<file path="src/rtl/riscv_pkg.sv">
// Shared RV32I load/store types: funct3 codes,
// LSU state encoding and access-size decode.
package riscv_pkg;

  localparam int XLEN = 32;

  localparam logic [2:0] F3_LB  = 3'b000;
  localparam logic [2:0] F3_LH  = 3'b001;
  localparam logic [2:0] F3_LW  = 3'b010;
  localparam logic [2:0] F3_LBU = 3'b100;
  localparam logic [2:0] F3_LHU = 3'b101;
  localparam logic [2:0] F3_SB  = 3'b000;
  localparam logic [2:0] F3_SH  = 3'b001;
  localparam logic [2:0] F3_SW  = 3'b010;

  typedef enum logic [2:0] {
    IDLE,
    REQ,
    WAIT,
    DONE,
    WB
  } lsu_state_t;

  typedef enum logic [1:0] {
    SZ_B,
    SZ_H,
    SZ_W
  } lsu_size_t;

  // Undefined encodings fall back to word.
  function automatic lsu_size_t lsu_size(
    input logic       st,
    input logic [2:0] f3
  );
    lsu_size_t sz;
    sz = SZ_W;
    if (st) begin
      case (f3)
        F3_SB:   sz = SZ_B;
        F3_SH:   sz = SZ_H;
        F3_SW:   sz = SZ_W;
        default: sz = SZ_W;
      endcase
    end else begin
      case (f3)
        F3_LB, F3_LBU: sz = SZ_B;
        F3_LH, F3_LHU: sz = SZ_H;
        F3_LW:         sz = SZ_W;
        default:       sz = SZ_W;
      endcase
    end
    return sz;
  endfunction

endpackage

</file>
<file path="src/rtl/load_store_unit_if.sv">
// Data-memory request/grant/response bus.
// master = LSU, slave = memory.
interface load_store_unit_if #(
  parameter int XLEN = 32
);
  logic            dmem_req_out;
  logic            dmem_we_out;
  logic [XLEN-1:0] dmem_addr_out;
  logic [XLEN-1:0] dmem_wdata_out;
  logic [3:0]      dmem_wmask_out;
  logic            dmem_gnt_in;
  logic            dmem_rvalid_in;
  logic [XLEN-1:0] dmem_rdata_in;

  modport master (
    output dmem_req_out,
    output dmem_we_out,
    output dmem_addr_out,
    output dmem_wdata_out,
    output dmem_wmask_out,
    input  dmem_gnt_in,
    input  dmem_rvalid_in,
    input  dmem_rdata_in
  );

  modport slave (
    input  dmem_req_out,
    input  dmem_we_out,
    input  dmem_addr_out,
    input  dmem_wdata_out,
    input  dmem_wmask_out,
    output dmem_gnt_in,
    output dmem_rvalid_in,
    output dmem_rdata_in
  );
endinterface

</file>
<file path="src/rtl/load_store_unit_align.sv">
// Byte-lane logic: store mask/replication,
// load lane select + extend, misalign detect.
module lsu_align
  import riscv_pkg::*;
(
  input  logic            is_store,
  input  logic [2:0]      funct3,
  input  logic [1:0]      a,
  input  logic [XLEN-1:0] sdata,
  input  logic [XLEN-1:0] rdata,
  output logic [3:0]      wmask,
  output logic [XLEN-1:0] wdata,
  output logic [XLEN-1:0] ldata,
  output logic            misal
);

  lsu_size_t   sz;
  logic        uns;
  logic [7:0]  b;
  logic [15:0] h;

  assign sz  = lsu_size(is_store, funct3);
  assign uns = ~is_store & funct3[2];
  assign b   = rdata[{a, 3'b000} +: 8];
  assign h   = a[1] ? rdata[31:16] : rdata[15:0];

  // Lane decode per access size; word is the default.
  always_comb begin
    wmask = 4'b1111;
    wdata = sdata;
    ldata = rdata;
    misal = (a != 2'b00);
    unique case (1'b1)
      (sz == SZ_B): begin
        wmask = 4'b0001 << a;
        wdata = {4{sdata[7:0]}};
        ldata = {{24{~uns & b[7]}}, b};
        misal = 1'b0;
      end
      (sz == SZ_H): begin
        wmask = 4'b0011 << {a[1], 1'b0};
        wdata = {2{sdata[15:0]}};
        ldata = {{16{~uns & h[15]}}, h};
        misal = a[0];
      end
      default: begin
      end
    endcase
  end

endmodule

</file>
<file path="src/rtl/load_store_unit.sv">
// RV32I load/store unit driving the reg-file write port.
// Optional MISALIGN_TRAP_EN: misaligned ops skip memory and flag.
module load_store_unit #(
  parameter int XLEN       = 32,
  parameter int REG_ADDR_W = 5
) (
  input  logic                  clk_in,
  input  logic                  rst_in,
  input  logic                  req_valid_in,
  output logic                  req_ready_out,
  input  logic                  is_store_in,
  input  logic [2:0]            funct3_in,
  input  logic [XLEN-1:0]       base_in,
  input  logic [XLEN-1:0]       offset_in,
  input  logic [XLEN-1:0]       store_data_in,
  input  logic [REG_ADDR_W-1:0] rd_addr_in,
  load_store_unit_if.master     dmem,
  output logic [REG_ADDR_W-1:0] rd_addr_out,
  output logic [XLEN-1:0]       rd_data_out,
  output logic                  wr_en_out,
  output logic                  done_out,
  output logic                  misalign_out
);
  import riscv_pkg::*;

`ifdef MISALIGN_TRAP_EN
  localparam bit TRAP_EN = 1'b1;
`else
  localparam bit TRAP_EN = 1'b0;
`endif

  lsu_state_t state_q, state_d;

  logic                  is_store_q;
  logic [2:0]            f3_q;
  logic [XLEN-1:0]       addr_q;
  logic [XLEN-1:0]       wdata_q;
  logic [XLEN-1:0]       rdata_q;
  logic [3:0]            wmask_q;
  logic [REG_ADDR_W-1:0] rd_q;
  logic                  misal_q;

  logic            idle;
  logic            accept;
  logic            trap;
  logic [XLEN-1:0] addr_n;
  logic            al_st;
  logic [2:0]      al_f3;
  logic [1:0]      al_a;
  logic [3:0]      al_wmask;
  logic [XLEN-1:0] al_wdata;
  logic [XLEN-1:0] al_ldata;
  logic            al_misal;

  assign idle   = (state_q == IDLE);
  assign accept = req_valid_in & idle;
  assign addr_n = base_in + offset_in;

  assign al_st = idle ? is_store_in : is_store_q;
  assign al_f3 = idle ? funct3_in : f3_q;
  assign al_a  = idle ? addr_n[1:0] : addr_q[1:0];
  assign trap  = TRAP_EN & al_misal;

  lsu_align u_align (
    .is_store (al_st),
    .funct3   (al_f3),
    .a        (al_a),
    .sdata    (store_data_in),
    .rdata    (dmem.dmem_rdata_in),
    .wmask    (al_wmask),
    .wdata    (al_wdata),
    .ldata    (al_ldata),
    .misal    (al_misal)
  );

  // State register.
  always_ff @(posedge clk_in or negedge rst_in) begin
    if (!rst_in) state_q <= IDLE;
    else         state_q <= state_d;
  end

  // Next-state: request, wait for grant, then data.
  always_comb begin
    state_d = state_q;
    unique case (state_q)
      IDLE: if (req_valid_in) state_d = trap ? DONE : REQ;
      REQ:  if (dmem.dmem_gnt_in) state_d = is_store_q ? DONE : WAIT;
      WAIT: if (dmem.dmem_rvalid_in) state_d = WB;
      DONE: state_d = IDLE;
      WB:   state_d = IDLE;
      default: state_d = IDLE;
    endcase
  end

  // Op latch on accept; load result captured on rvalid.
  always_ff @(posedge clk_in or negedge rst_in) begin
    if (!rst_in) begin
      is_store_q <= 1'b0;
      f3_q       <= 3'b000;
      addr_q     <= '0;
      wdata_q    <= '0;
      wmask_q    <= 4'b0000;
      rd_q       <= '0;
      misal_q    <= 1'b0;
      rdata_q    <= '0;
    end else begin
      if (accept) begin
        is_store_q <= is_store_in;
        f3_q       <= funct3_in;
        addr_q     <= addr_n;
        wdata_q    <= al_wdata;
        wmask_q    <= is_store_in ? al_wmask : 4'b0000;
        rd_q       <= rd_addr_in;
        misal_q    <= trap;
      end
      if ((state_q == WAIT) && dmem.dmem_rvalid_in) begin
        rdata_q <= al_ldata;
      end
    end
  end

  assign req_ready_out       = idle;
  assign dmem.dmem_req_out   = (state_q == REQ);
  assign dmem.dmem_we_out    = (state_q == REQ) & is_store_q;
  assign dmem.dmem_addr_out  = {addr_q[XLEN-1:2], 2'b00};
  assign dmem.dmem_wdata_out = wdata_q;
  assign dmem.dmem_wmask_out = wmask_q;

  assign rd_addr_out  = rd_q;
  assign rd_data_out  = rdata_q;
  assign wr_en_out    = (state_q == WB) & (rd_q != '0);
  assign done_out     = (state_q == DONE) | (state_q == WB);
  assign misalign_out = TRAP_EN & misal_q & (state_q == DONE);

endmodule

</file>
<file path="src/flat_wrapper.sv">
// flat-port wrapper written by rule: the top's interface ports become plain ports
module load_store_unit_flat import riscv_pkg::*;
#(
  parameter int XLEN       = 32,
  parameter int REG_ADDR_W = 5
)
  (clk_in, rst_in, req_valid_in, req_ready_out, is_store_in, funct3_in, base_in, offset_in, store_data_in, rd_addr_in, rd_addr_out, rd_data_out, wr_en_out, done_out, misalign_out, dmem_dmem_req_out, dmem_dmem_we_out, dmem_dmem_addr_out, dmem_dmem_wdata_out, dmem_dmem_wmask_out, dmem_dmem_gnt_in, dmem_dmem_rvalid_in, dmem_dmem_rdata_in);
  load_store_unit_if #(.XLEN(XLEN)) dmem_i ();
  input  logic clk_in;
  input  logic rst_in;
  input  logic req_valid_in;
  output logic req_ready_out;
  input  logic is_store_in;
  input  logic [2:0] funct3_in;
  input  logic [XLEN-1:0] base_in;
  input  logic [XLEN-1:0] offset_in;
  input  logic [XLEN-1:0] store_data_in;
  input  logic [REG_ADDR_W-1:0] rd_addr_in;
  output logic [REG_ADDR_W-1:0] rd_addr_out;
  output logic [XLEN-1:0] rd_data_out;
  output logic wr_en_out;
  output logic done_out;
  output logic misalign_out;
  output wire logic [$bits(dmem_i.dmem_req_out)-1:0] dmem_dmem_req_out;
  output wire logic [$bits(dmem_i.dmem_we_out)-1:0] dmem_dmem_we_out;
  output wire logic [$bits(dmem_i.dmem_addr_out)-1:0] dmem_dmem_addr_out;
  output wire logic [$bits(dmem_i.dmem_wdata_out)-1:0] dmem_dmem_wdata_out;
  output wire logic [$bits(dmem_i.dmem_wmask_out)-1:0] dmem_dmem_wmask_out;
  input wire logic [$bits(dmem_i.dmem_gnt_in)-1:0] dmem_dmem_gnt_in;
  input wire logic [$bits(dmem_i.dmem_rvalid_in)-1:0] dmem_dmem_rvalid_in;
  input wire logic [$bits(dmem_i.dmem_rdata_in)-1:0] dmem_dmem_rdata_in;
  assign dmem_dmem_req_out = dmem_i.dmem_req_out;
  assign dmem_dmem_we_out = dmem_i.dmem_we_out;
  assign dmem_dmem_addr_out = dmem_i.dmem_addr_out;
  assign dmem_dmem_wdata_out = dmem_i.dmem_wdata_out;
  assign dmem_dmem_wmask_out = dmem_i.dmem_wmask_out;
  assign dmem_i.dmem_gnt_in = dmem_dmem_gnt_in;
  assign dmem_i.dmem_rvalid_in = dmem_dmem_rvalid_in;
  assign dmem_i.dmem_rdata_in = dmem_dmem_rdata_in;
  load_store_unit #(.XLEN(XLEN), .REG_ADDR_W(REG_ADDR_W)) u_core (.clk_in(clk_in), .rst_in(rst_in), .req_valid_in(req_valid_in), .req_ready_out(req_ready_out), .is_store_in(is_store_in), .funct3_in(funct3_in), .base_in(base_in), .offset_in(offset_in), .store_data_in(store_data_in), .rd_addr_in(rd_addr_in), .dmem(dmem_i), .rd_addr_out(rd_addr_out), .rd_data_out(rd_data_out), .wr_en_out(wr_en_out), .done_out(done_out), .misalign_out(misalign_out));
endmodule
</file>
<file path="config.mk">
export PLATFORM = sky130hd
export DESIGN_NAME = load_store_unit_flat
export DESIGN_NICKNAME = d
export VERILOG_FILES = /design/src/rtl/riscv_pkg.sv /design/src/rtl/load_store_unit_if.sv /design/src/rtl/load_store_unit_align.sv /design/src/rtl/load_store_unit.sv /design/src/flat_wrapper.sv
export SDC_FILE = /design/constraint.sdc
export NUM_CORES = 1
export LEC_CHECK = 0
export ABC_AREA = 1
export CAP_MARGIN = 30
export CORE_ASPECT_RATIO = 0.9
export CORE_MARGIN = 5
export CORE_UTILIZATION = 52
export DETAILED_ROUTE_END_ITERATION = 10
export MAX_ROUTING_LAYER = met4
export PLACE_DENSITY = 0.88
export SYNTH_ARGS = -nofsm -noshare
export SYNTH_HDL_FRONTEND = slang
export SYNTH_SLANG_ARGS = --single-unit
</file>
<file path="constraint.sdc">
create_clock -name clk_in -period 3.5 [get_ports clk_in]
set_input_delay 0.875 -clock clk_in [delete_from_list [all_inputs] [get_ports clk_in]]
set_output_delay 0.875 -clock clk_in [all_outputs]
set_load 0.01 [all_outputs]
</file>
==> metrics.txt, run 1 <==
# TYPE chip_impl_metric gauge
chip_impl_metric{name="worst_endpoint_data_arrival_time",unit="ns"} 3.33
chip_impl_metric{name="grt_start_max_net_pins",unit=""} 50
chip_impl_metric{name="min_period_over_period",unit="%"} 86.6
chip_impl_metric{name="num-fill-cells",unit=""} 1336
chip_impl_info{name="setup_repair_after_global_routing_missed_its_margin",value="no"} 1
chip_impl_metric{name="synth-seq-cells",unit=""} 112
chip_impl_metric{name="post_synth_inst_count",unit=""} 1247
chip_impl_metric{name="crit_path_max_fanout",unit=""} 24
chip_impl_metric{name="worst_case_register_to_register_setup_slack",unit="ns"} 1.01
chip_impl_metric{name="final_nets",unit=""} 1629
chip_impl_metric{name="die-area",unit="sq mm"} 0.0182
chip_impl_metric{name="timing.reg2reg.worst_path_depth",unit=""} 11
chip_impl_metric{name="cts_hold_buffers",unit=""} 0
chip_impl_info{name="worst_hold_check_path_type",value="register to register"} 1
chip_impl_metric{name="post_cts_resize_count",unit=""} 0
chip_impl_metric{name="drt_drc_violations_left",unit=""} 0
chip_impl_metric{name="placed_cell_areas",unit="sq mm"} 0.0105
chip_impl_metric{name="antenna_left",unit=""} 0
chip_impl_info{name="main_combinational_cell_family_by_area_after_synthesis",value="simple AND/OR/NAND/NOR gates"} 1
chip_impl_metric{name="synth_edf_count",unit=""} 0
chip_impl_metric{name="synth_compound_gate_area_share",unit="%"} 9.97
chip_impl_metric{name="fin_crit",unit="ns"} 3.03
chip_impl_metric{name="regArea",unit="sq mm"} 0.00280
chip_impl_metric{name="dp_cell_count",unit=""} 1646
chip_impl_metric{name="tightest_slew_margin_relative_to_the_limit",unit="%"} 55.7
chip_impl_metric{name="global_route_wire_length_before_repair",unit="um"} 39700
chip_impl_metric{name="static-leakage-power",unit="nW"} 5.67
chip_impl_metric{name="grt_util_all_layers",unit="%"} 27.7
chip_impl_metric{name="final_cell_count_no_fill",unit=""} 1662
chip_impl_info{name="run_status",value="finished, final reports clean"} 1
chip_impl_metric{name="hold_depth",unit=""} 2
chip_impl_metric{name="timing.final.max_slew_violations",unit=""} 0
chip_impl_metric{name="vias_in_the_first_global_route",unit=""} 8060
chip_impl_metric{name="number_of_buffers_added_by_the_clock_tree_synthesis_step",unit=""} 9
chip_impl_metric{name="antenna_found_initial",unit=""} 0
chip_impl_metric{name="detailedRoute.firstIterationViolations",unit=""} 730
chip_impl_metric{name="port-buffer-count",unit=""} 249
chip_impl_metric{name="async_flop_share",unit="%"} 100
chip_impl_metric{name="power.ir.vdd_worst",unit="V"} 0.000553
chip_impl_info{name="clock_tree_from_tritoncts",value="yes"} 1
chip_impl_metric{name="die_width",unit="um"} 142
chip_impl_metric{name="pre_antenna_drt_iters",unit=""} 6
chip_impl_metric{name="clk_path_buf_depth",unit=""} 2
chip_impl_metric{name="drive_gt1_share",unit="%"} 5.00
chip_impl_metric{name="dp_hpwl",unit="um"} 19900
chip_impl_metric{name="post_synth_mux_area_share",unit="%"} 0
chip_impl_metric{name="max-cap-violations",unit=""} 0
chip_impl_info{name="critical_path.endpoint_type",value="register"} 1
chip_impl_metric{name="synth.lib_cells_used.distinct",unit=""} 35
chip_impl_metric{name="timing.final.hold_violations",unit=""} 0
chip_impl_info{name="clk_root_buffer_cell",value="sky130_fd_sc_hd__clkbuf_16"} 1
chip_impl_metric{name="clk-insertion-delay-late",unit="ns"} 0.36
chip_impl_metric{name="grt_remaining_overflow",unit=""} 0
chip_impl_metric{name="post-route-cell-area",unit="sq mm"} 0.0108
chip_impl_metric{name="worst_clock_skew",unit="ns"} 0.0104
chip_impl_metric{name="worstMarginPinSlew",unit="ns"} 0.664
chip_impl_metric{name="initial_utilization",unit="%"} 52.7
chip_impl_metric{name="synth.yosys.seq_area_share",unit="%"} 34.6
chip_impl_metric{name="post_synth.cell_area_avg",unit="sq um"} 6.50
chip_impl_metric{name="achievable_clock_frequency",unit="GHz"} 0.330
chip_impl_info{name="criticalPathCategory",value="primary input to register"} 1
chip_impl_metric{name="netlist_area",unit="sq mm"} 0.00811
chip_impl_metric{name="synth-adder-area-share",unit="%"} 5.03
chip_impl_metric{name="synth-warning-count",unit=""} 0
chip_impl_metric{name="setup_total_negative_slack",unit="ns"} 0
chip_impl_metric{name="cts-htree-levels",unit=""} 3
chip_impl_metric{name="cp.required",unit="ns"} 3.80
chip_impl_metric{name="place_worst_setup_slack",unit="ns"} 0.152
chip_impl_metric{name="cts.reportedPaths.clkPinSlew",unit="ns"} 0.08
chip_impl_metric{name="report.final.setup_viol",unit=""} 0
chip_impl_metric{name="drt_wl_total",unit="um"} 25000
chip_impl_metric{name="core_footprint",unit="sq mm"} 0.0154
chip_impl_metric{name="synthSimpleGateAreaFrac",unit="%"} 34.9
chip_impl_metric{name="num_vias",unit=""} 8534
chip_impl_info{name="synthFlopType",value="sky130_fd_sc_hd__dfrtp_1"} 1
chip_impl_metric{name="core.rowCount",unit=""} 43
chip_impl_metric{name="yosys.area_share.xor_xnor",unit="%"} 1.40
chip_impl_metric{name="fp.dieH",unit="um"} 128
chip_impl_info{name="cp-start-kind",value="primary input"} 1
chip_impl_metric{name="multiInputGateArea",unit="sq mm"} 0.00417
chip_impl_metric{name="cts_sinks",unit=""} 112
chip_impl_metric{name="antenna_cells",unit=""} 0
chip_impl_metric{name="syn_to_final_growth",unit="%"} 33.8
chip_impl_metric{name="cts_setup_buffers",unit=""} 0
chip_impl_metric{name="route.detailed.vias_per_inst",unit=""} 5.13
chip_impl_metric{name="worst_slack",unit="ns"} 0.469
chip_impl_metric{name="pwr_density_cell",unit="mW/mm^2"} 760
chip_impl_metric{name="placer_s_final_routability_congestion_estimate",unit=""} 1.06
chip_impl_metric{name="floorplan.io_pins",unit=""} 253
chip_impl_metric{name="routed_wire_length_per_instance",unit="um"} 15.1
per-stage QoR:
step	utilization (%)	hold slack, ns	total power [mW]
2_1_floorplan	-	0.449	5.27
3_3_place_gp	68.5	0.462	7.03
3_5_place_dp	68.5	0.464	7.13
4_1_cts	70.5	0.485	8.25
5_1_grt	70.5	0.493	8.87
6_report	70.5	0.483	8.25
path summary, 6_finish.rpt:
| path | startpoint | end |
|---|---|---|
| setup / recovery | base_in[0] | u_core.rd_data_out[28]$_DFFE_PN0P_ |
| hold / removal | u_core.dmem.dmem_wdata_out[4]$_DFFE_PN0P_ | u_core.dmem.dmem_wdata_out[4]$_DFFE_PN0P_ |
| setup reg to reg | u_core.state_q[2]$_DFFE_PN0P_ | u_core.rd_data_out[28]$_DFFE_PN0P_ |
| hold reg to reg | u_core.dmem.dmem_wdata_out[4]$_DFFE_PN0P_ | u_core.dmem.dmem_wdata_out[4]$_DFFE_PN0P_ |
| max in group asynchronous | rst_in | u_core.rd_data_out[29]$_DFFE_PN0P_ |
| min in group asynchronous | rst_in | u_core.dmem.dmem_wdata_out[20]$_DFFE_PN0P_ |
power breakdown:
group | switching, mW | internal, mW | leakage, nW
sequential | 0.374 | 1.92 | 1.36
combinational | 2.72 | 2.14 | 4.15
clock | 0.510 | 0.573 | 0.153
total | 3.61 | 4.64 | 5.67
synth_stat cells (2+ instances only):
| cell type | n | area (sq um) |
|---|---|---|
| sky130_fd_sc_hd__nand2_1 | 476 | 1790 |
| sky130_fd_sc_hd__inv_1 | 185 | 694 |
| sky130_fd_sc_hd__dfrtp_1 | 112 | 2800 |
| sky130_fd_sc_hd__o21ai_0 | 72 | 360 |
| sky130_fd_sc_hd__nand3_1 | 70 | 350 |
| sky130_fd_sc_hd__nor2_1 | 68 | 255 |
| sky130_fd_sc_hd__a21oi_1 | 56 | 280 |
| sky130_fd_sc_hd__buf_4 | 35 | 263 |
| sky130_fd_sc_hd__ha_1 | 31 | 388 |
| sky130_fd_sc_hd__or2_2 | 26 | 163 |
| sky130_fd_sc_hd__clkbuf_1 | 16 | 60.1 |
| sky130_fd_sc_hd__buf_2 | 12 | 60.1 |
| sky130_fd_sc_hd__xnor2_1 | 11 | 96.3 |
| sky130_fd_sc_hd__nor3_1 | 10 | 50.1 |
| sky130_fd_sc_hd__o21a_1 | 10 | 75.1 |
| sky130_fd_sc_hd__o21ai_1 | 10 | 50.1 |
| sky130_fd_sc_hd__nand3b_1 | 8 | 60.1 |
| sky130_fd_sc_hd__nand4_1 | 5 | 31.3 |
| sky130_fd_sc_hd__inv_2 | 4 | 15.0 |
| sky130_fd_sc_hd__buf_6 | 3 | 33.8 |
| sky130_fd_sc_hd__nand2_2 | 3 | 18.8 |
| sky130_fd_sc_hd__nand2_4 | 3 | 33.8 |
| sky130_fd_sc_hd__nor2_4 | 3 | 33.8 |
| sky130_fd_sc_hd__nor4_1 | 3 | 18.8 |
| sky130_fd_sc_hd__o21bai_1 | 3 | 22.5 |
| sky130_fd_sc_hd__o22ai_1 | 2 | 12.5 |
| sky130_fd_sc_hd__xor2_1 | 2 | 17.5 |
cell families after synthesis:
kind of cell               count (synthesis)
and+or+nand+nor                          677
buffers and inverters                    258
AOI/OAI and AO/OA                        154
DFF                                      112
adders and majority gates                 32
xor gates and xnor gates                  13
other                                      1
cell usage in the layout (no fill, tap or decap), types with 2 or more instances in the layout:
cell type	netlist	layout
sky130_fd_sc_hd__inv_6	0	4
sky130_fd_sc_hd__xnor2_1	11	11
sky130_fd_sc_hd__o22ai_1	2	2
sky130_fd_sc_hd__nand4_1	5	5
sky130_fd_sc_hd__nand2_2	3	3
sky130_fd_sc_hd__nand2_1	476	476
sky130_fd_sc_hd__dfrtp_1	112	112
sky130_fd_sc_hd__nand3b_1	8	8
sky130_fd_sc_hd__o21bai_1	3	3
sky130_fd_sc_hd__nor2_4	3	3
sky130_fd_sc_hd__nor3_1	10	10
sky130_fd_sc_hd__inv_2	4	5
sky130_fd_sc_hd__a21oi_1	56	56
sky130_fd_sc_hd__clkbuf_16	0	9
sky130_fd_sc_hd__ha_1	31	31
sky130_fd_sc_hd__o21ai_1	10	10
sky130_fd_sc_hd__buf_4	35	14
sky130_fd_sc_hd__nand2_4	3	3
sky130_fd_sc_hd__o21ai_0	72	72
sky130_fd_sc_hd__nor4_1	3	3
sky130_fd_sc_hd__nor2_1	68	68
sky130_fd_sc_hd__xor2_1	2	2
sky130_fd_sc_hd__o21a_1	10	10
sky130_fd_sc_hd__clkdlybuf4s50_1	0	248
sky130_fd_sc_hd__or2_2	26	26
sky130_fd_sc_hd__nand3_1	70	70
sky130_fd_sc_hd__inv_1	185	185
sky130_fd_sc_hd__conb_1	1	3
flip-flops by register name, summed over array words and instances (netlist names):
register / cells
u_core.dmem.dmem_wmask_out: 4
u_core.addr_q: 32
u_core.state_q: 3
u_core.rd_addr_out: 5
u_core.f3_q: 3
u_core.dmem.dmem_wdata_out: 32
u_core.rd_data_out: 32
u_core.is_store_q: 1
critical path: stages:
cell and delay, ns:
sky130_fd_sc_hd__clkdlybuf4s50_1 0.46, sky130_fd_sc_hd__ha_1 0.22, sky130_fd_sc_hd__inv_1 0.07, sky130_fd_sc_hd__fa_1 0.47, sky130_fd_sc_hd__inv_1 0.08, sky130_fd_sc_hd__nand3_1 0.13, sky130_fd_sc_hd__nand3_1 0.14, sky130_fd_sc_hd__nand2_1 0.06
sky130_fd_sc_hd__nand2_1 0.13, sky130_fd_sc_hd__nand4_4 0.34, sky130_fd_sc_hd__nand3_1 0.21, sky130_fd_sc_hd__nand2_1 0.08, sky130_fd_sc_hd__inv_1 0.06
cell type report:
cell class              instances  area share (%)
clock inverters                 7           0.784
repair buffers                262            23.9
inverters                     191            6.62
multi-input cells             879            38.5
flip-flops and latches        112            25.8
well taps                     202            2.33
clock buffers                   9            2.08
per-layer routing:
metal  vias up  track usage [%]  share of wire [%]
met5         -                -                  0
met4         0             8.13                2.5
met3        46             5.54                8.5
met2       398             44.2                 46
met1      3860             36.1                 43
li1       4230                -                  -
(Power assumes the default switching activity.)
==> run 2: changes to the inputs <==
--- a/config.mk
+++ b/config.mk
@@ -9,10 +9,11 @@
 export CAP_MARGIN = 30
 export CORE_ASPECT_RATIO = 0.9
 export CORE_MARGIN = 5
-export CORE_UTILIZATION = 52
+export CORE_UTILIZATION = 55
 export DETAILED_ROUTE_END_ITERATION = 10
+export DONT_BUFFER_PORTS = 1
 export MAX_ROUTING_LAYER = met4
-export PLACE_DENSITY = 0.88
+export PLACE_DENSITY = 0.76
 export SYNTH_ARGS = -nofsm -noshare
 export SYNTH_HDL_FRONTEND = slang
 export SYNTH_SLANG_ARGS = --single-unit
==> metrics.txt, run 2 (synthesis results as in run 1) <==
# TYPE chip_impl_metric gauge
chip_impl_metric{name="placer_s_final_routability_congestion_estimate",unit=""} 0.945
chip_impl_metric{name="tightest_slew_margin_relative_to_the_limit",unit="%"} 53.7
chip_impl_metric{name="initial_utilization",unit="%"} 55.5
chip_impl_metric{name="min_period_over_period",unit="%"} 82.4
chip_impl_metric{name="detailedRoute.firstIterationViolations",unit=""} 591
chip_impl_metric{name="multiInputGateArea",unit="sq mm"} 0.00417
chip_impl_info{name="setup_repair_after_global_routing_missed_its_margin",value="no"} 1
chip_impl_metric{name="clk-insertion-delay-late",unit="ns"} 0.35
chip_impl_metric{name="grt_util_all_layers",unit="%"} 26.0
chip_impl_info{name="critical_path.endpoint_type",value="register"} 1
chip_impl_metric{name="regArea",unit="sq mm"} 0.00280
chip_impl_metric{name="setup_total_negative_slack",unit="ns"} 0
chip_impl_metric{name="antenna_cells",unit=""} 0
chip_impl_metric{name="pwr_density_cell",unit="mW/mm^2"} 822
chip_impl_info{name="mostFrequentLayoutCells",value="sky130_fd_sc_hd__nand2_1, sky130_fd_sc_hd__inv_1, sky130_fd_sc_hd__dfrtp_1, sky130_fd_sc_hd__o21ai_0, sky130_fd_sc_hd__nand3_1"} 1
chip_impl_metric{name="cts_hold_buffers",unit=""} 0
chip_impl_info{name="worstPathCellList",value="ha_1, inv_1, fa_1, inv_1, nand3_1, nand2_2, inv_1, nor2_1, o21ai_0, nand2_1, nand2_1"} 1
chip_impl_metric{name="cts_sinks",unit=""} 112
chip_impl_metric{name="port-buffer-count",unit=""} 0
chip_impl_metric{name="floorplan.io_pins",unit=""} 253
chip_impl_metric{name="report.final.setup_viol",unit=""} 0
chip_impl_metric{name="dp_cell_count",unit=""} 1385
chip_impl_metric{name="worst_slack",unit="ns"} 0.614
chip_impl_metric{name="antenna_left",unit=""} 0
chip_impl_metric{name="drt_drc_violations_left",unit=""} 0
chip_impl_metric{name="grt_remaining_overflow",unit=""} 0
chip_impl_metric{name="core_footprint",unit="sq mm"} 0.0146
chip_impl_metric{name="cts-htree-levels",unit=""} 3
chip_impl_metric{name="syn_to_final_growth",unit="%"} 2.33
chip_impl_metric{name="vias_in_the_first_global_route",unit=""} 6843
chip_impl_metric{name="timing.reg2reg.worst_path_depth",unit=""} 11
chip_impl_metric{name="die_width",unit="um"} 138
chip_impl_metric{name="global_route_wire_length_before_repair",unit="um"} 35100
chip_impl_metric{name="num-fill-cells",unit=""} 1494
chip_impl_info{name="path_common_cell",value="sky130_fd_sc_hd__inv_1"} 1
chip_impl_metric{name="fin_crit",unit="ns"} 2.89
chip_impl_metric{name="place_worst_setup_slack",unit="ns"} 0.286
chip_impl_metric{name="worstMarginPinSlew",unit="ns"} 0.694
chip_impl_metric{name="cts.reportedPaths.clkPinSlew",unit="ns"} 0.08
chip_impl_metric{name="final_cell_count_no_fill",unit=""} 1401
chip_impl_metric{name="routed_wire_length_per_instance",unit="um"} 16.0
chip_impl_info{name="cp-start-kind",value="primary input"} 1
chip_impl_metric{name="crit_path_max_fanout",unit=""} 27
chip_impl_metric{name="number_of_buffers_added_by_the_clock_tree_synthesis_step",unit=""} 9
chip_impl_info{name="clk_root_buffer_cell",value="sky130_fd_sc_hd__clkbuf_16"} 1
chip_impl_metric{name="final_nets",unit=""} 1372
chip_impl_info{name="layout_commonest_cell",value="sky130_fd_sc_hd__nand2_1"} 1
chip_impl_metric{name="drive_gt1_share",unit="%"} 5.32
chip_impl_metric{name="report.power.total",unit="mW"} 6.82
chip_impl_metric{name="timing.final.max_slew_violations",unit=""} 0
chip_impl_metric{name="timing.critical_path.depth",unit=""} 11
chip_impl_metric{name="post_cts_resize_count",unit=""} 0
chip_impl_info{name="clock_tree_from_tritoncts",value="yes"} 1
chip_impl_metric{name="worst_endpoint_data_arrival_time",unit="ns"} 3.14
chip_impl_metric{name="die-area",unit="sq mm"} 0.0173
chip_impl_metric{name="antenna_found_initial",unit=""} 0
chip_impl_metric{name="dp_hpwl",unit="um"} 17400
chip_impl_metric{name="num_vias",unit=""} 7421
chip_impl_info{name="criticalPathCategory",value="primary input to register"} 1
chip_impl_metric{name="power.ir.vdd_worst",unit="V"} 0.000509
chip_impl_metric{name="critical_path.max_stage_delay",unit="ns"} 0.45
chip_impl_metric{name="grt_start_max_net_pins",unit=""} 113
chip_impl_info{name="cpLargestDelayFamily",value="simple AND/OR/NAND/NOR gates"} 1
chip_impl_info{name="run_status",value="finished, final reports clean"} 1
chip_impl_metric{name="clk_path_buf_depth",unit=""} 2
chip_impl_metric{name="achievable_clock_frequency",unit="GHz"} 0.347
chip_impl_info{name="worst_hold_check_path_type",value="primary input to async pin"} 1
chip_impl_metric{name="cts_setup_buffers",unit=""} 0
chip_impl_metric{name="timing.final.hold_violations",unit=""} 0
chip_impl_metric{name="pre_antenna_drt_iters",unit=""} 5
chip_impl_info{name="timing.critical_path.slowest_stage_cell",value="sky130_fd_sc_hd__fa_1"} 1
chip_impl_metric{name="cp.required",unit="ns"} 3.75
chip_impl_metric{name="buffers_and_inverters_on_the_worst_path",unit=""} 3
chip_impl_metric{name="max-cap-violations",unit=""} 0
chip_impl_metric{name="static-leakage-power",unit="nW"} 4.67
chip_impl_metric{name="fp.dieH",unit="um"} 125
chip_impl_metric{name="worst_clock_skew",unit="ns"} 0.0111
chip_impl_metric{name="drt_wl_total",unit="um"} 22400
chip_impl_metric{name="route.detailed.vias_per_inst",unit=""} 5.30
chip_impl_metric{name="core.rowCount",unit=""} 42
## run 2: layer usage
metal / up-vias / routed length, um / global-route usage, %
met5: - / 0 / -
met4: 0 / 510 / 6.45
met3: 33 / 2700 / 9.00
met2: 322 / 9560 / 38.0
met1: 3355 / 9610 / 34.6
li1: 3711 / - / -
## run 2: final cells by class
class	instances	share of cell area, %
Multi-Input combinational cell	879	50.3
Sequential cell	112	33.8
Inverter	191	8.66
Tap cell	198	2.99
Clock buffer	9	2.71
Clock inverter	7	1.10
Timing Repair Buffer	5	0.452
## run 2: worst paths after layout
path	to	startpoint	slack, ns
max	u_core.rd_data_out[4]$_DFFE_PN0P_	base_in[0]	0.61
min	u_core.addr_q[4]$_DFFE_PN0P_	rst_in	0.21
max reg2reg	u_core.rd_data_out[25]$_DFFE_PN0P_	u_core.state_q[1]$_DFFE_PN0P_	0.87
min reg2reg	u_core.f3_q[0]$_DFFE_PN0P_	u_core.f3_q[0]$_DFFE_PN0P_	0.49
max in group asynchronous	u_core.f3_q[1]$_DFFE_PN0P_	rst_in	3.10
min in group clk_in	u_core.f3_q[0]$_DFFE_PN0P_	u_core.f3_q[0]$_DFFE_PN0P_	0.49
## run 2: per-stage QoR
stage	hold WS (ns)	instance area [sq um]	util (%)
final	0.206	8300	56.8
after global routing	0.185	8300	56.8
after CTS	0.196	8300	56.8
after floorplan	0.449	8120	-
after global placement	0.464	7980	54.6
after detailed placement	0.476	7980	54.6
## run 2: worst register-to-register path: stages, from the launching register on
cell and delay, ns:
sky130_fd_sc_hd__dfrtp_1 0.45, sky130_fd_sc_hd__nor2_4 0.22, sky130_fd_sc_hd__nand2_4 0.12, sky130_fd_sc_hd__nand2_1 0.08, sky130_fd_sc_hd__nand2_1 0.06, sky130_fd_sc_hd__nand2_1 0.11, sky130_fd_sc_hd__nand2_4 0.31, sky130_fd_sc_hd__nor2_4 0.49
sky130_fd_sc_hd__nand4_4 0.41, sky130_fd_sc_hd__nand3_1 0.22, sky130_fd_sc_hd__nand2_1 0.07, sky130_fd_sc_hd__inv_1 0.05
## run 2: where the power goes
group / internal [mW] / leakage [nW] / switching [mW]
clock: 0.514 / 0.151 / 0.545
combinational: 0.996 / 3.15 / 2.06
sequential: 1.92 / 1.36 / 0.785
==> edit 1 (settings of run 1) <==
Encoding of `lsu_state_t`: now Gray code (3 bits for 5 states).
--- a/src/rtl/riscv_pkg.sv
+++ b/src/rtl/riscv_pkg.sv
@@ -15,9 +15,9 @@
 
   typedef enum logic [2:0] {
-    IDLE,
-    REQ,
-    WAIT,
-    DONE,
-    WB
+    IDLE = 3'b000,
+    REQ  = 3'b001,
+    WAIT = 3'b011,
+    DONE = 3'b010,
+    WB   = 3'b110
   } lsu_state_t;
 
Formal check against the unedited RTL: same outputs for any inputs over 4 cycles, from zero or initial values and one cycle with rst_in low; so few cycles prove little.
==> edit 1 against run 1 <==
Power is 0.46% higher. Cell area rose by 0.32%. Synthesized area grew 0.45%. Sequential cell count unchanged. Setup slack lost 21 ps. Routed wire length rose by 1.8%. Clock skew down 2.6 ps. Sequential share of layout area down 0.083 points. Global-route usage up 0.57 points. Critical path type unchanged. Critical endpoint is now u_core.rd_data_out[5]$_DFFE_PN0P_. Largest power group unchanged.
==> edit 1: results (changes against run 1) <==
* Status: finished, final reports clean
* Reg-to-reg critical path startpoint: u_core.state_q[2]$_DFFE_PN0P_
* Peak supply drop at 0.4752 mV (-14%)
* Slew Viols, Final at 0 (unchanged)
* Netlist cell types at 38 (+8.6%)
* DRT Pass-1 Iters at 5 (-1)
* Yosys warning total at 0 (unchanged)
* Nets at 1617 (-0.74%)
* CTS Buf Count at 9 (unchanged)
* Placer Congestion at 1.010 (-4.2%)
* FF-to-FF path depth at 11 (unchanged)
* Worst Setup SP: base_in[0]
* RR Endpoint: u_core.rd_data_out[3]$_DFFE_PN0P_
* End of the critical path: u_core.rd_data_out[5]$_DFFE_PN0P_
* R2R Setup Slk at 1010 ps (about the same)
* Min-Delay Path Class: reg -> reg
* CTS HTree Levels at 3 (unchanged)
* Gr usage total at 28.30% (+0.57 points)
* Buffer depth of the longest clock path at 2 (unchanged)
* Clock latency on the worst-skew pair at 360 ps (about the same)
* Clock slew at reported path FFs at 80 ps (about the same)
* Crit path DAT at 3310 ps (-20 ps)
* Static leakage at 5.638 nW (-0.56%)
* Remaining global-route overflow at 0 (unchanged)
* Synth top area cells: dfrtp_1 (34%), nand2_1 (22%), inv_1 (8.5%)
* Root buffer cell: clkbuf_16
* Worst Tran Pin Value at 754.6 ps (+90.21 ps)
* Post-synth top cells: nand2_1 (467), inv_1 (185), dfrtp_1 (112)
* Clock Skew at 7.789 ps (-2.627 ps)
* Vias post-DR at 8441 (-1.1%)
* Largest delay contributor family on the critical path: buffers and inverters
* Max stage delay on crit path at 460 ps
* DP HPWL at 20200 um (+1.4%)
* Synth area leader: dfrtp_1
* Count leader, synth: nand2_1
* Hold Startpoint: u_core.f3_q[1]$_DFFE_PN0P_
* Worst path slowest cell: clkdlybuf4s50_1
* Stages on worst setup path at 13 (unchanged)
* Share of flip-flops with an asynchronous set or reset at 100.0% (unchanged)
* First-pass GRT wire length at 40210 um (+1.3%)
* Post-synthesis sequential area ratio at 34.41% (-0.15 points)
* Post-CTS Repair Setup Buffers at 0 (unchanged)
* Largest net degree at the start of global routing at 76 (+52%)
* Critical path fanouts, max at 22 (-8.3%)
* Share of layout cells above drive strength 1 at 5.318% (+0.32 points)
* Iter 0 DRT Violations at 710 (-2.7%)
* Initial antenna violation count at 0 (unchanged)
* Antenna diodes at 0 (unchanged)
* Sw Pwr at 3.674 mW (+1.9%)
* Final WL at 25490 um (+1.8%)
* IO Port Bufs at 249 (unchanged)
* Post_cts resized at 0 (unchanged)
* Final setup TNS at 0 ps (unchanged)
* Number of global-route vias before repair at 7985 (-0.93%)
* Area after DPL at 0.01060 mm^2 (+0.62%)
edit 1: cell count changes in the layout (fill, tap and decap cells not counted), moves of 5 or more:
cell and change:
o21ai_0 -5, nand3_2 +8, buf_4 -6, nand2_1 -9
edit 1: layout make-up:
cell class | instances | area (um^2)
timing repair buffer | 259 | 2603
inverter | 189 | 711.9
tap | 202 | 252.7
sequential | 112 | 2803
multi-input combinational | 872 | 4230
fill | 1337 | 4507
clock buffer | 10 | 229.0
clock inverter | 6 | 51.30
edit 1: worst min-delay path by stage:
stage,slack [ps],to,cells past startpoint
global route,500,u_core.f3_q[1]$_DFFE_PN0P_,2
global placement,450,u_core.dmem.dmem_wdata_out[3]$_DFFE_PN0P_,2
CTS,480,u_core.dmem.dmem_wdata_out[3]$_DFFE_PN0P_,2
detailed placement,460,u_core.dmem.dmem_wdata_out[3]$_DFFE_PN0P_,2
floorplan,440,u_core.f3_q[0]$_DFFE_PN0P_,2
finish,480,u_core.f3_q[1]$_DFFE_PN0P_,2
edit 1: cells by family (layout without fill, tap and decap cells):
family / after synthesis / count (layout) / synth area share [%]
compound gates: 153 / 153 / 10.06
xor+xnor: 14 / 14 / 1.506
fa+ha+maj: 32 / 32 / 5.008
buf+inv: 257 / 464 / 13.83
flops: 112 / 112 / 34.41
other cells: 1 / 3 / 0.04605
simple gates: 670 / 670 / 35.14
edit 1: power by group through the flow:
stage               Clock [mW]  Sequential (mW)  Combinational (mW)
finish                   0.996             2.31                4.98
detailed placement           0             2.32                4.95
global placement             0             2.30                4.84
CTS                       1.02             2.31                4.98
global route              1.07             2.39                5.47
floorplan                    0             2.43                2.88
edit 1: worst min-delay path: cells and delay by family (launching register included):
family | cells | cell delay, ps
flip-flops | 1 | 350
AND/OR/NAND/NOR | 2 | 100
edit 1: metrics by stage:
step	setup slack, ps	util (%)	power [mW]	instances	hold WS, ps
final	447.4	70.71	8.285	1650	475.9
after global placement	216.0	68.89	7.137	1634	452.6
after global routing	307.2	70.71	8.931	1650	499.0
after floorplan	890.9	-	5.310	1241	442.2
after CTS	485.2	70.71	8.305	1650	477.5
after detailed placement	93.49	68.89	7.272	1634	458.5
edit 1: per-layer routing:
metal  GRT usage, %  vias up  part of all wire (%)
met5              -        -                     0
li1               -     4216                     -
met3          6.912       45                   8.9
met2          46.63      377                    47
met4          6.885        0                   2.4
met1          35.33     3803                    42
==> edit 2 (config.mk and constraints of run 1) <==
Made on the original files. `REG_ADDR_W` is set to 5 in 2 places; all go to 4.
--- a/src/rtl/load_store_unit.sv
+++ b/src/rtl/load_store_unit.sv
@@ -3,5 +3,5 @@
 module load_store_unit #(
   parameter int XLEN       = 32,
-  parameter int REG_ADDR_W = 5
+  parameter int REG_ADDR_W = 4
 ) (
   input  logic                  clk_in,
--- a/src/flat_wrapper.sv
+++ b/src/flat_wrapper.sv
@@ -3,5 +3,5 @@
 #(
   parameter int XLEN       = 32,
-  parameter int REG_ADDR_W = 5
+  parameter int REG_ADDR_W = 4
 )
   (clk_in, rst_in, req_valid_in, req_ready_out, is_store_in, funct3_in, base_in, offset_in, store_data_in, rd_addr_in, rd_addr_out, rd_data_out, wr_en_out, done_out, misalign_out, dmem_dmem_req_out, dmem_dmem_we_out, dmem_dmem_addr_out, dmem_dmem_wdata_out, dmem_dmem_wmask_out, dmem_dmem_gnt_in, dmem_dmem_rvalid_in, dmem_dmem_rdata_in);
Ports: changed (resized rd_addr_in and rd_addr_out); port bits go from 253 to 251. The function was not compared with the original's and may differ.
==> edit 2 against run 1 <==
Power is 2.5% lower. Clock power is 7% lower. Setup slack better by 21 ps. Highest routed layer unchanged. Synthesized area is 0.99% lower. Via count is 1.8% lower. Cell area is 0.98% lower. Sequential share of layout area hardly changed. Sequential cell count is 1 lower. Routed wire length is 1.1% higher.
==> edit 2: results (changes against run 1) <==
* First-pass GRT wire length at 40450 um (+1.9%)
* Share of flip-flops with an asynchronous set or reset at 100.0% (unchanged)
* Clock latency on the worst-skew pair at 350 ps
* Gr usage total at 28.57% (+0.83 points)
* Static leakage at 5.554 nW (-2.0%)
* Clock slew at reported path FFs at 80 ps (about the same)
* WHS Path Cells at 2 (unchanged)
* Number of global-route vias before repair at 7998 (-0.77%)
* Pre-CTS setup slack at 146.6 ps (-5.432 ps)
* Critical path fanouts, max at 24 (unchanged)
* Share of layout cells above drive strength 1 at 4.530% (-0.47 points)
* Post-CTS Repair Setup Buffers at 0 (unchanged)
* DRT Pass-1 Iters at 5 (-1)
* Clock Skew at 7.791 ps (-2.624 ps)
* Placer Congestion at 0.9951 (-5.7%)
* CTS Buf Count at 9 (unchanged)
* Final setup violation count at 0 (unchanged)
* WHS Endpoint: u_core.addr_q[28]$_DFFE_PN0P_
* Area after DPL at 0.01046 mm^2 (-0.72%)
* Vias per Instance at 5.117 (-0.34%)
* Largest net degree at the start of global routing at 73 (+46%)
* Yosys warning total at 0 (unchanged)
* R2R Setup Slk at 1030 ps (+20 ps)
* Status: finished, final reports clean
* Peak supply drop at 0.5475 mV (-1.0%)
* WL/cell at 15.47 um (+2.7%)
* Hold Startpoint: u_core.addr_q[28]$_DFFE_PN0P_
* Buffer depth of the longest clock path at 2 (unchanged)
* Min-Delay Path Class: reg -> reg
* Post_cts resized at 0 (unchanged)
* Reg-to-reg critical path startpoint: u_core.state_q[2]$_DFFE_PN0P_
* CTS HTree Levels at 3 (unchanged)
* Relative slew slack at 58.64% (+2.9 points)
* FF-to-FF path depth at 11 (unchanged)
* DP HPWL at 19790 um (-0.65%)
* Netlist cell types at 37 (+5.7%)
* IO Port Bufs at 247 (-0.80%)
* Nets at 1603 (-1.6%)
* WHS at 477.1 ps (-5.747 ps)
* RR Endpoint: u_core.rd_data_out[19]$_DFFE_PN0P_
* Antenna diodes at 0 (unchanged)
* Post-synthesis sequential area ratio at 34.60% (about the same)
* Crit path DAT at 3300 ps (-30 ps)
* Iter 0 DRT Violations at 663 (-9.2%)
* Sw Pwr at 3.550 mW (-1.6%)
* Root buffer cell: clkbuf_16
* Synth top area cells: dfrtp_1 (35%), nand2_1 (22%), inv_1 (8.4%)
* Post-synth top cells: nand2_1 (461), inv_1 (180), dfrtp_1 (111)
* Initial antenna violation count at 0 (unchanged)
-- edit 2: worst max-delay path by stage --
stage | start | depth (start not counted) | to | slack [ps]
2_1_floorplan | base_in[0] | 12 | u_core.rd_data_out[30]$_DFFE_PN0P_ | 880
3_3_place_gp | base_in[0] | 12 | u_core.rd_data_out[28]$_DFFE_PN0P_ | 220
3_5_place_dp | base_in[0] | 12 | u_core.rd_data_out[19]$_DFFE_PN0P_ | 150
4_1_cts | base_in[0] | 12 | u_core.rd_data_out[22]$_DFFE_PN0P_ | 510
5_1_grt | offset_in[0] | 15 | u_core.rd_data_out[12]$_DFFE_PN0P_ | 280
6_report | base_in[0] | 12 | u_core.rd_data_out[19]$_DFFE_PN0P_ | 490
-- edit 2: cells by family (layout without fill, tap and decap cells) --
family | after synthesis | after routing | share of synthesized area [%]
compound gates | 155 | 155 | 10.29
xor+xnor | 13 | 13 | 1.418
fa+ha+maj | 32 | 32 | 5.081
buf+inv | 252 | 456 | 13.65
flops | 111 | 111 | 34.60
other cells | 1 | 3 | 0.04671
simple gates | 665 | 665 | 34.91
-- edit 2: worst max-delay path, cell delays in order --
cell,delay [ps]
clkdlybuf4s50_1,460
ha_1,190
inv_1,60
fa_1,530
inv_1,50
nand3_1,130
nand2_2,130
nand3_1,170
nand4_4,360
nand3_1,220
nand2_1,70
inv_1,50
-- edit 2: power groups by stage --
stage,Sequential (mW),Clock [mW],Combinational (mW)
final,2.26,1.00,4.78
after global routing,2.33,1.08,5.27
after detailed placement,2.27,0,4.76
after floorplan,2.39,0,2.73
after CTS,2.25,1.03,4.78
after global placement,2.25,0,4.65
-- edit 2: metrics by stage --
step                      power [mW]  instances  util [%]
after global placement         6.899       1621     68.45
after global routing           8.679       1637     70.28
after floorplan                5.123       1231         -
after CTS                      8.066       1637     70.28
final                          8.044       1637     70.28
after detailed placement       7.025       1621     68.45
-- edit 2: cell type report --
type | count | area [um^2]
well taps | 202 | 252.7
repair buffers | 255 | 2567
flip-flops and latches | 111 | 2778
multi-input cells | 868 | 4164
fillers | 1337 | 4541
clock buffers | 10 | 229.0
inverters | 185 | 696.9
clock inverters | 6 | 51.30
-- edit 2: metal layers --
| layer | routed length, um | share of wire (%) | global-route usage (%) |
|---|---|---|---|
| met5 | 0 | 0 | - |
| met4 | 433 | 1.7 | 6.781 |
| met3 | 2038 | 8.0 | 5.819 |
| met2 | 11930 | 47 | 46.54 |
| met1 | 10920 | 43 | 36.99 |
